===== src/rtl/uart_controller_pkg.sv =====
// uart_controller_pkg: register map, status bit positions, FSM state codes and baud divisor helper
package uart_controller_pkg;
  localparam logic UART_REG_DATA   = 1'b0;
  localparam logic UART_REG_STATUS = 1'b1;
  localparam int UART_STAT_TX_IDLE  = 0;
  localparam int UART_STAT_RX_VALID = 1;
  localparam int UART_STAT_OVERRUN  = 2;
  localparam logic [1:0] ST_IDLE  = 2'd0;
  localparam logic [1:0] ST_START = 2'd1;
  localparam logic [1:0] ST_DATA  = 2'd2;
  localparam logic [1:0] ST_STOP  = 2'd3;
  function automatic int calc_div(input int clk_hz, input int baud);
    int d;
    d = (clk_hz + baud / 2) / baud;
    return d < 4 ? 4 : d;
  endfunction
endpackage


===== src/rtl/uart_rx_core.sv =====
// uart_rx_core: rxd synchronizer and 8N1 receive FSM producing a byte with a one-cycle valid strobe
module uart_rx_core
  import uart_controller_pkg::*;
#(
  parameter int DIV = 8
) (
  input  logic       clk,
  input  logic       rst,
  input  logic       rxd,
  output logic [7:0] rx_byte,
  output logic       rx_valid
);
  localparam int CW = $clog2(DIV + 1);
  localparam logic [CW-1:0] FULL = CW'(DIV - 1);
  localparam logic [CW-1:0] HALF = CW'(DIV / 2 - 1);
  logic s1, s2;
  logic [1:0] st;
  logic [CW-1:0] cnt;
  logic [2:0] bitc;
  // rx_byte doubles as the shift register; it is only meaningful while rx_valid pulses
  always_ff @(posedge clk) begin
    if (rst) begin
      s1 <= 1'b1;
      s2 <= 1'b1;
      st <= ST_IDLE;
      cnt <= '0;
      bitc <= '0;
      rx_byte <= '0;
      rx_valid <= 1'b0;
    end else begin
      s1 <= rxd;
      s2 <= s1;
      rx_valid <= 1'b0;
      if (st == ST_IDLE) begin
        if (!s2) begin
          st <= ST_START;
          cnt <= HALF;
        end
      end else if (cnt != '0) begin
        cnt <= cnt - CW'(1);
      end else begin
        cnt <= FULL;
        if (st == ST_START) begin
          st <= s2 ? ST_IDLE : ST_DATA;
          bitc <= '0;
        end else if (st == ST_DATA) begin
          rx_byte <= {s2, rx_byte[7:1]};
          bitc <= bitc + 3'd1;
          if (bitc == 3'd7) st <= ST_STOP;
        end else begin
          rx_valid <= s2;
          st <= ST_IDLE;
        end
      end
    end
  end
endmodule


===== src/rtl/uart_controller.sv =====
// uart_controller: bus-mapped UART with one-byte TX holding, one-byte RX buffer and 8N1 framing
module uart_controller
  import uart_controller_pkg::*;
#(
  parameter int CLK_HZ = 50_000_000,
  parameter int BAUD   = 115200
) (
  input  logic        clk,
  input  logic        rst,
  input  logic [31:0] address,
  input  logic        read,
  input  logic        write,
  input  logic [31:0] data_wr,
  input  logic [3:0]  mask,
  output logic [31:0] data_rd,
  output logic [31:0] data_rd_2,
  output logic        stall,
  output logic        txd,
  input  logic        rxd
);
  localparam int DIV = calc_div(CLK_HZ, BAUD);
  localparam int CW = $clog2(DIV + 1);
  localparam logic [CW-1:0] FULL = CW'(DIV - 1);
  logic [1:0] tx_st;
  logic [CW-1:0] tx_cnt;
  logic [2:0] tx_bit;
  logic [7:0] tx_sh;
  logic tx_idle, wr_data, accept, pop, rd_en;
  logic [7:0] rx_byte, rx_buf;
  logic rx_strobe, rx_valid, overrun;
  logic [31:0] status;
  logic unused_bits;
  assign unused_bits = ^{address[31:3], address[1:0], data_wr[31:8], mask[3:1]};
  assign data_rd_2 = '0;
  assign tx_idle = tx_st == ST_IDLE;
  assign wr_data = write && mask[0] && address[2] == UART_REG_DATA;
  assign stall = wr_data && !tx_idle;
  assign accept = wr_data && tx_idle;
  assign rd_en = read && !write;
  assign pop = rd_en && address[2] == UART_REG_DATA;
  always_comb begin
    status = '0;
    status[UART_STAT_TX_IDLE] = tx_idle;
    status[UART_STAT_RX_VALID] = rx_valid;
    status[UART_STAT_OVERRUN] = overrun;
    data_rd = !rd_en ? '0 : address[2] == UART_REG_STATUS ? status : rx_valid ? {24'b0, rx_buf} : '0;
  end
  // txd is registered so every bit, including start, lasts exactly DIV cycles from the accept edge
  always_ff @(posedge clk) begin
    if (rst) begin
      tx_st <= ST_IDLE;
      tx_cnt <= '0;
      tx_bit <= '0;
      tx_sh <= '0;
      txd <= 1'b1;
    end else if (tx_idle) begin
      if (accept) begin
        tx_st <= ST_START;
        tx_cnt <= FULL;
        tx_sh <= data_wr[7:0];
        txd <= 1'b0;
      end
    end else if (tx_cnt != '0) begin
      tx_cnt <= tx_cnt - CW'(1);
    end else begin
      tx_cnt <= FULL;
      if (tx_st == ST_START) begin
        tx_st <= ST_DATA;
        tx_bit <= '0;
        txd <= tx_sh[0];
        tx_sh <= tx_sh >> 1;
      end else if (tx_st == ST_DATA) begin
        tx_bit <= tx_bit + 3'd1;
        txd <= tx_bit == 3'd7 ? 1'b1 : tx_sh[0];
        tx_sh <= tx_sh >> 1;
        if (tx_bit == 3'd7) tx_st <= ST_STOP;
      end else begin
        tx_st <= ST_IDLE;
      end
    end
  end
  // an arriving byte beats a simultaneous pop; overrun only when an unread byte is lost
  always_ff @(posedge clk) begin
    if (rst) begin
      rx_buf <= '0;
      rx_valid <= 1'b0;
      overrun <= 1'b0;
    end else if (rx_strobe) begin
      rx_buf <= rx_byte;
      rx_valid <= 1'b1;
      overrun <= rx_valid && !pop;
    end else if (pop) begin
      rx_valid <= 1'b0;
      overrun <= 1'b0;
    end
  end
  uart_rx_core #(.DIV(DIV)) u_rx (
    .clk(clk),
    .rst(rst),
    .rxd(rxd),
    .rx_byte(rx_byte),
    .rx_valid(rx_strobe)
  );
endmodule


===== config.mk =====
export PLATFORM = sky130hd
export DESIGN_NAME = uart_controller
export DESIGN_NICKNAME = d
export VERILOG_FILES = /design/src/rtl/uart_controller_pkg.sv /design/src/rtl/uart_rx_core.sv /design/src/rtl/uart_controller.sv
export SDC_FILE = /design/constraint.sdc
export NUM_CORES = 1
export LEC_CHECK = 0
export CAP_MARGIN = 20
export CORE_MARGIN = 4
export CORE_UTILIZATION = 46
export DETAILED_ROUTE_END_ITERATION = 12
export PLACE_DENSITY_LB_ADDON = 0.08
export SYNTH_ARGS = -nofsm -noshare
export SYNTH_HDL_FRONTEND = slang
export SYNTH_SLANG_ARGS = --single-unit

===== constraint.sdc =====
create_clock -name clk -period 2.75 [get_ports clk]
set_input_delay 0.825 -clock clk [delete_from_list [all_inputs] [get_ports clk]]
set_output_delay 0.825 -clock clk [all_outputs]
set_load 0.01 [all_outputs]

### Word level (Yosys, flattened, before mapping)

Cells that the tools add are included.

* word-level logic and storage cells: 102
* input bits: 73
* output and inout bits: 66
* register bits: 58

* equal/unequal tests: 12
* reductions and logical operators: 25
* bitwise operators: 6
* add/sub/neg operators: 4
* mux-type cells: 40

Operator list (count)
* $mux 8: 8
* $mux 9: 6
* $mux 2: 13
* $reduce_bool 9->1: 2
* $sub 9x1->9 const B: 2
* $reduce_and 3->1: 5
* $mux 3: 4
* $mux 1: 9
* $logic_and 1x1->1: 7
* $add 3x1->3 const B: 2
* $eq 3x3->1 const B: 2
* $not 1->1: 6
* $reduce_bool 2->1: 3
* $reduce_or 5->1: 1
* $eq 2x1->1 const B: 2
* $eq 2x2->1 const B: 2
* $logic_not 2->1: 2
* $ne 2x1->1 const B: 2
* $ne 2x2->1 const B: 2
* $ne 4x2->1 const B: 1
* $ne 4x3->1 const B: 1
* $reduce_and 4->1: 1
* $logic_not 1->1: 3
* $reduce_bool 3->1: 1

### Logic depth before layout (Yosys ltp)

* depth in word-level cells: 6
* depth in mapped cells: 7
* depth with buffers taken out: 6

### Hierarchy

Synthesis repeated with hierarchy kept, for this count alone.

* cells, all modules: 387
* area, all modules: 3409.5 µm²

Modules (own cells, without submodules)
* uart_controller: instances 1, cells each 247, area an instance 2167.1 µm²
* uart_rx_core: instances 1, cells each 140, area an instance 1242.4 µm²

### Worst setup path after synthesis

No wires, ideal clock.

* path kind: flip-flop to output port
* start: register tx_st[0]
* end: output port data_rd[0]
* buffers on the path: 2
* arrival time: 1397 ps
* path slack: 528 ps
* required time: 1925 ps
* cell stages (with the launch flop): 7
* cell sequence: dfxtp_1 inv_1 ha_1 buf_2 buf_2 a21oi_1 nor2_1

* longest elaborated chain between the ends: 3

Ends and longest elaborated chain
* from (decl): RTL line uart_controller.sv:24 `logic [1:0] tx_st;`
* from (signal assigned): RTL line uart_controller.sv:51 `tx_st <= ST_IDLE;`
* from (signal assigned): RTL line uart_controller.sv:58 `tx_st <= ST_START;`
* from (signal assigned): RTL line uart_controller.sv:68 `tx_st <= ST_DATA;`
* $logic_not 2->1: RTL line uart_controller.sv:35 `assign tx_idle = tx_st == ST_IDLE;`
* $mux 8 (2 in series): RTL line uart_controller.sv:46 `data_rd = !rd_en ? '0 : address[2] == UART_REG_STATUS ? status : rx_valid ? {24'b0, rx_buf} : '0;`
* to (decl): RTL line uart_controller.sv:15 `output logic [31:0] data_rd,`

Every way passes these cells.

### Final worst setup path

* start: input port write
* end: output port data_rd[1]

* longest elaborated chain between the ends: 3

Ends and longest elaborated chain
* from (decl): RTL line uart_controller.sv:12 `input logic write,`
* $logic_not 1->1: RTL line uart_controller.sv:39 `assign rd_en = read && !write;`
* $logic_and 1x1->1: RTL line uart_controller.sv:39
* $mux 8: RTL line uart_controller.sv:46

Every way passes these cells.

==> metrics.md <==
| Metric | Value |
|---|---|
| Final setup margin | `0.09767 ns` |
| Vias | `2399` |
| Critical Path RT | `1.93 ns` |
| Vert. Die Dim | `92.50 µm` |
| #FFs+latches synth | `58` |
| Leak pwr | `1.589 nW` |
| First-pass GRT wire length | `10180 µm` |
| Die area | `8556 µm²` |
| Vias in the first global route | `2191` |
| R2R setup slack | `roughly 0.7 ns` |
| GPL Wtd Cong | `about 0.76` |
| Max-Cap Viols | `0` |
| Max FO, Critical Path | `2` |
| Layout Skew | `0.009027 ns` |
| Final hold viol count | `0` |
| Area fraction of the dominant cell type after synthesis | `35.35%` |
| Async SR Flop Fraction | `0%` |
| Fmax | `0.3770 GHz` |
| CTS tree | `yes` |
| Post-synth EDFFs | `0` |
| CTS Root Cell | `clkbuf_8` |
| Fin nets | `494` |
| Setup violators final | `0` |
| Overall global routing resource usage | `between 10 and 15%` |
| Met2 Use GR | `about a quarter` |
| Fin Setup TNS | `0 ns` |
| Initial DRC Count | `85` |
| Fraction of layout instances using a drive strength above 1 | `13.11%` |
| PortBufs | `24` |
| Area overhead of the layout relative to synthesis | `10.40%` |
| Die width | `around 93 µm` |
| Sequential area share after synthesis | `between 30% and 40%` |
| Worst-path clk slew | `0.08 ns` |
| Drt pass-1 iters | `4` |
| Antenna Diode Count | `0` |
| Routed wire length | `roughly 6100 µm` |
| Synth area leader | `dfxtp_1` |
| Power per cell area | `836.0 nW/µm²` |
| Bufs on Longest Clock Path | `2` |
| Initial core utilization | `~48%` |
| Antenna viol nets, final | `0` |
| Met3 Resource Use GR | `5.361%` |
| Antenna violations before repair | `0` |
| Pre-CTS setup slack | `-0.4086 ns` |
| Slew @ Worst Pin | `0.6341 ns` |
| Top cells by count, synth | `dfxtp_1, buf_4, nor2_1` |
| Minimum clock period | `2.652 ns` |
| Grt ovf | `0` |
| Setup crit start kind | `input port` |
| Setup CP Type | `input port to output pin` |
| Wire length per cell | `12.05 µm` |
| Status | `finished, final reports clean` |
| CTS sink count | `58` |
| VDD IR max | `around 0.00029 V` |
| Critical Path AT | `1.83 ns` |
| Rows | `30` |
| Min-delay worst type | `flip-flop to flip-flop` |
| Total power | `3.031 mW` |
| HPWL after DPL | `~4300 µm` |
| Post-synthesis cell area | `3284 µm²` |
| Synth Area per Inst | `8.829 µm²` |
| Final Max Tran Viols | `0` |
| Grt peak-use layer | `met2` |
| Drt drc | `0` |
| Filler cells | `672` |
| Util after Layout | `a little over half` |
| Via/cell ratio | `4.722` |
| I/O pin total | `roughly 140` |
| CP endpoint kind | `output pin` |
| Area contributors post-synth | `dfxtp_1, buf_4, mux2i_1` |
| RSZ-0062 raised after global routing | `no` |
| Htree depth | `3` |
| Core area | `6869 µm²` |
| Met1 usage | `18.30%` |
| Main synth FF type | `dfxtp_1` |
| Clock latency on the worst-skew pair | `roughly 0.33 ns` |
| Period utilization | `96.45%` |
| Largest net degree at the start of global routing | `38` |
| Num CTS Buffers | `9` |
| Count leader, synth | `dfxtp_1` |
| Ys Warns | `0` |
| Post-Synthesis Cells | `about 370` |
| Rel. slew slack | `57.72%` |
| Library cells used by synthesis | `between 50 and 60` |
## power by group
group | internal [mW] | total [mW] | leakage [nW] | switching (mW)
registers | 0.991 | 1.13 | 0.472 | 0.137
clock network | 0.332 | 0.703 | 0.0858 | 0.371
logic | 0.512 | 1.20 | 1.03 | 0.688
## critical path, stage by stage
cell	delay, ns
dlygate4sd2_1	0.24
nand3b_1	0.17
buf_4	0.14
buf_4	0.12
nor2_1	0.09
clkdlybuf4s15_1	0.24
## state kept, by name, summed over array words and instances (netlist names), 2 cells and up, named ones only
name and count:
u_rx.bitc 3, tx_bit 3, tx_st 2, u_rx.rx_byte 8, tx_cnt 9, u_rx.cnt 9
rx_buf 8, tx_sh 8
## placed cells by master (no fill, tap or decap), types with 2 or more instances in the layout
master	count
clkinv_4	3
a21o_1	3
nand4_1	2
dlygate4sd2_1	6
clkbuf_8	9
buf_4	15
a31oi_1	3
and2_1	7
or3_1	4
nand3b_1	3
nor2b_1	4
mux2_2	2
a31o_2	2
a211oi_1	10
nor3_2	2
inv_1	13
conb_1	56
a21oi_1	28
a32oi_1	2
or3b_1	3
nor2_1	43
nor4_1	3
ha_1	14
nor3_1	3
a311oi_1	3
clkdlybuf4s50_1	11
mux2i_1	26
dfxtp_1	58
clkinvlp_4	2
clkbuf_2	4
or2_2	3
nor3b_1	3
nand2b_1	6
o21ai_0	9
buf_2	2
nand2_1	18
o41ai_1	2
nand3_1	4
## cell families after synthesis
kind of cell               after synthesis  synth area share [%]
adders and majority gates               14                 5.333
muxes                                   28                 8.609
AOI/OAI and AO/OA                       69                 13.83
and+or+nand+nor                        119                 20.69
DFF                                     58                 35.35
buffers and inverters                   83                 16.08
other                                    1                0.1142
## final timing paths
check,endpoint,depth (start not counted),from
worst max-delay path,data_rd[1],6,write
worst min-delay path,u_rx.s2,1,u_rx.s1
worst max register to register,flip-flop,6,u_rx.cnt[0]
worst min register to register,u_rx.s2,1,u_rx.s1
## per-layer routing
layer	share of wire, %	vias to the layer above
met5	0	-
met4	0.44	0
met3	5.1	2
met2	49	43
met1	45	1096
li1	-	1258
## through the flow
| stage | hold slack, ns | std cells | instance area (µm²) |
|---|---|---|---|
| 2_1_floorplan | 0.3895 | 427 | 3491 |
| 5_1_grt | 0.4413 | 508 | 3626 |
| 4_1_cts | 0.4125 | 508 | 3640 |
| 3_5_place_dp | 0.3928 | 491 | 3472 |
| 6_report | 0.4110 | 508 | 3626 |
| 3_3_place_gp | 0.3907 | 491 | 3472 |
## what timing repair did
item                       in CTS  in global routing
setup buffers                   1                  0
gates cloned                    0                  0
hold buffers                    0                  0
setup endpoints to repair       9                  5
resized for setup              15                  9
hold endpoints to repair        0                  0
pin swaps                       1                  1
## area by class of cell
cell class / instances / area [µm²] / area share (%)
multi-input cells: 286 / 1802 / 49.69
repair buffers: 39 / 315.3 / 8.696
flip-flops and latches: 58 / 1161 / 32.02
clock inverters: 7 / 55.05 / 1.518
inverters: 13 / 48.80 / 1.346
clock buffers: 9 / 123.9 / 3.416
well taps: 96 / 120.1 / 3.313
Power figures use the tool's default switching activity.
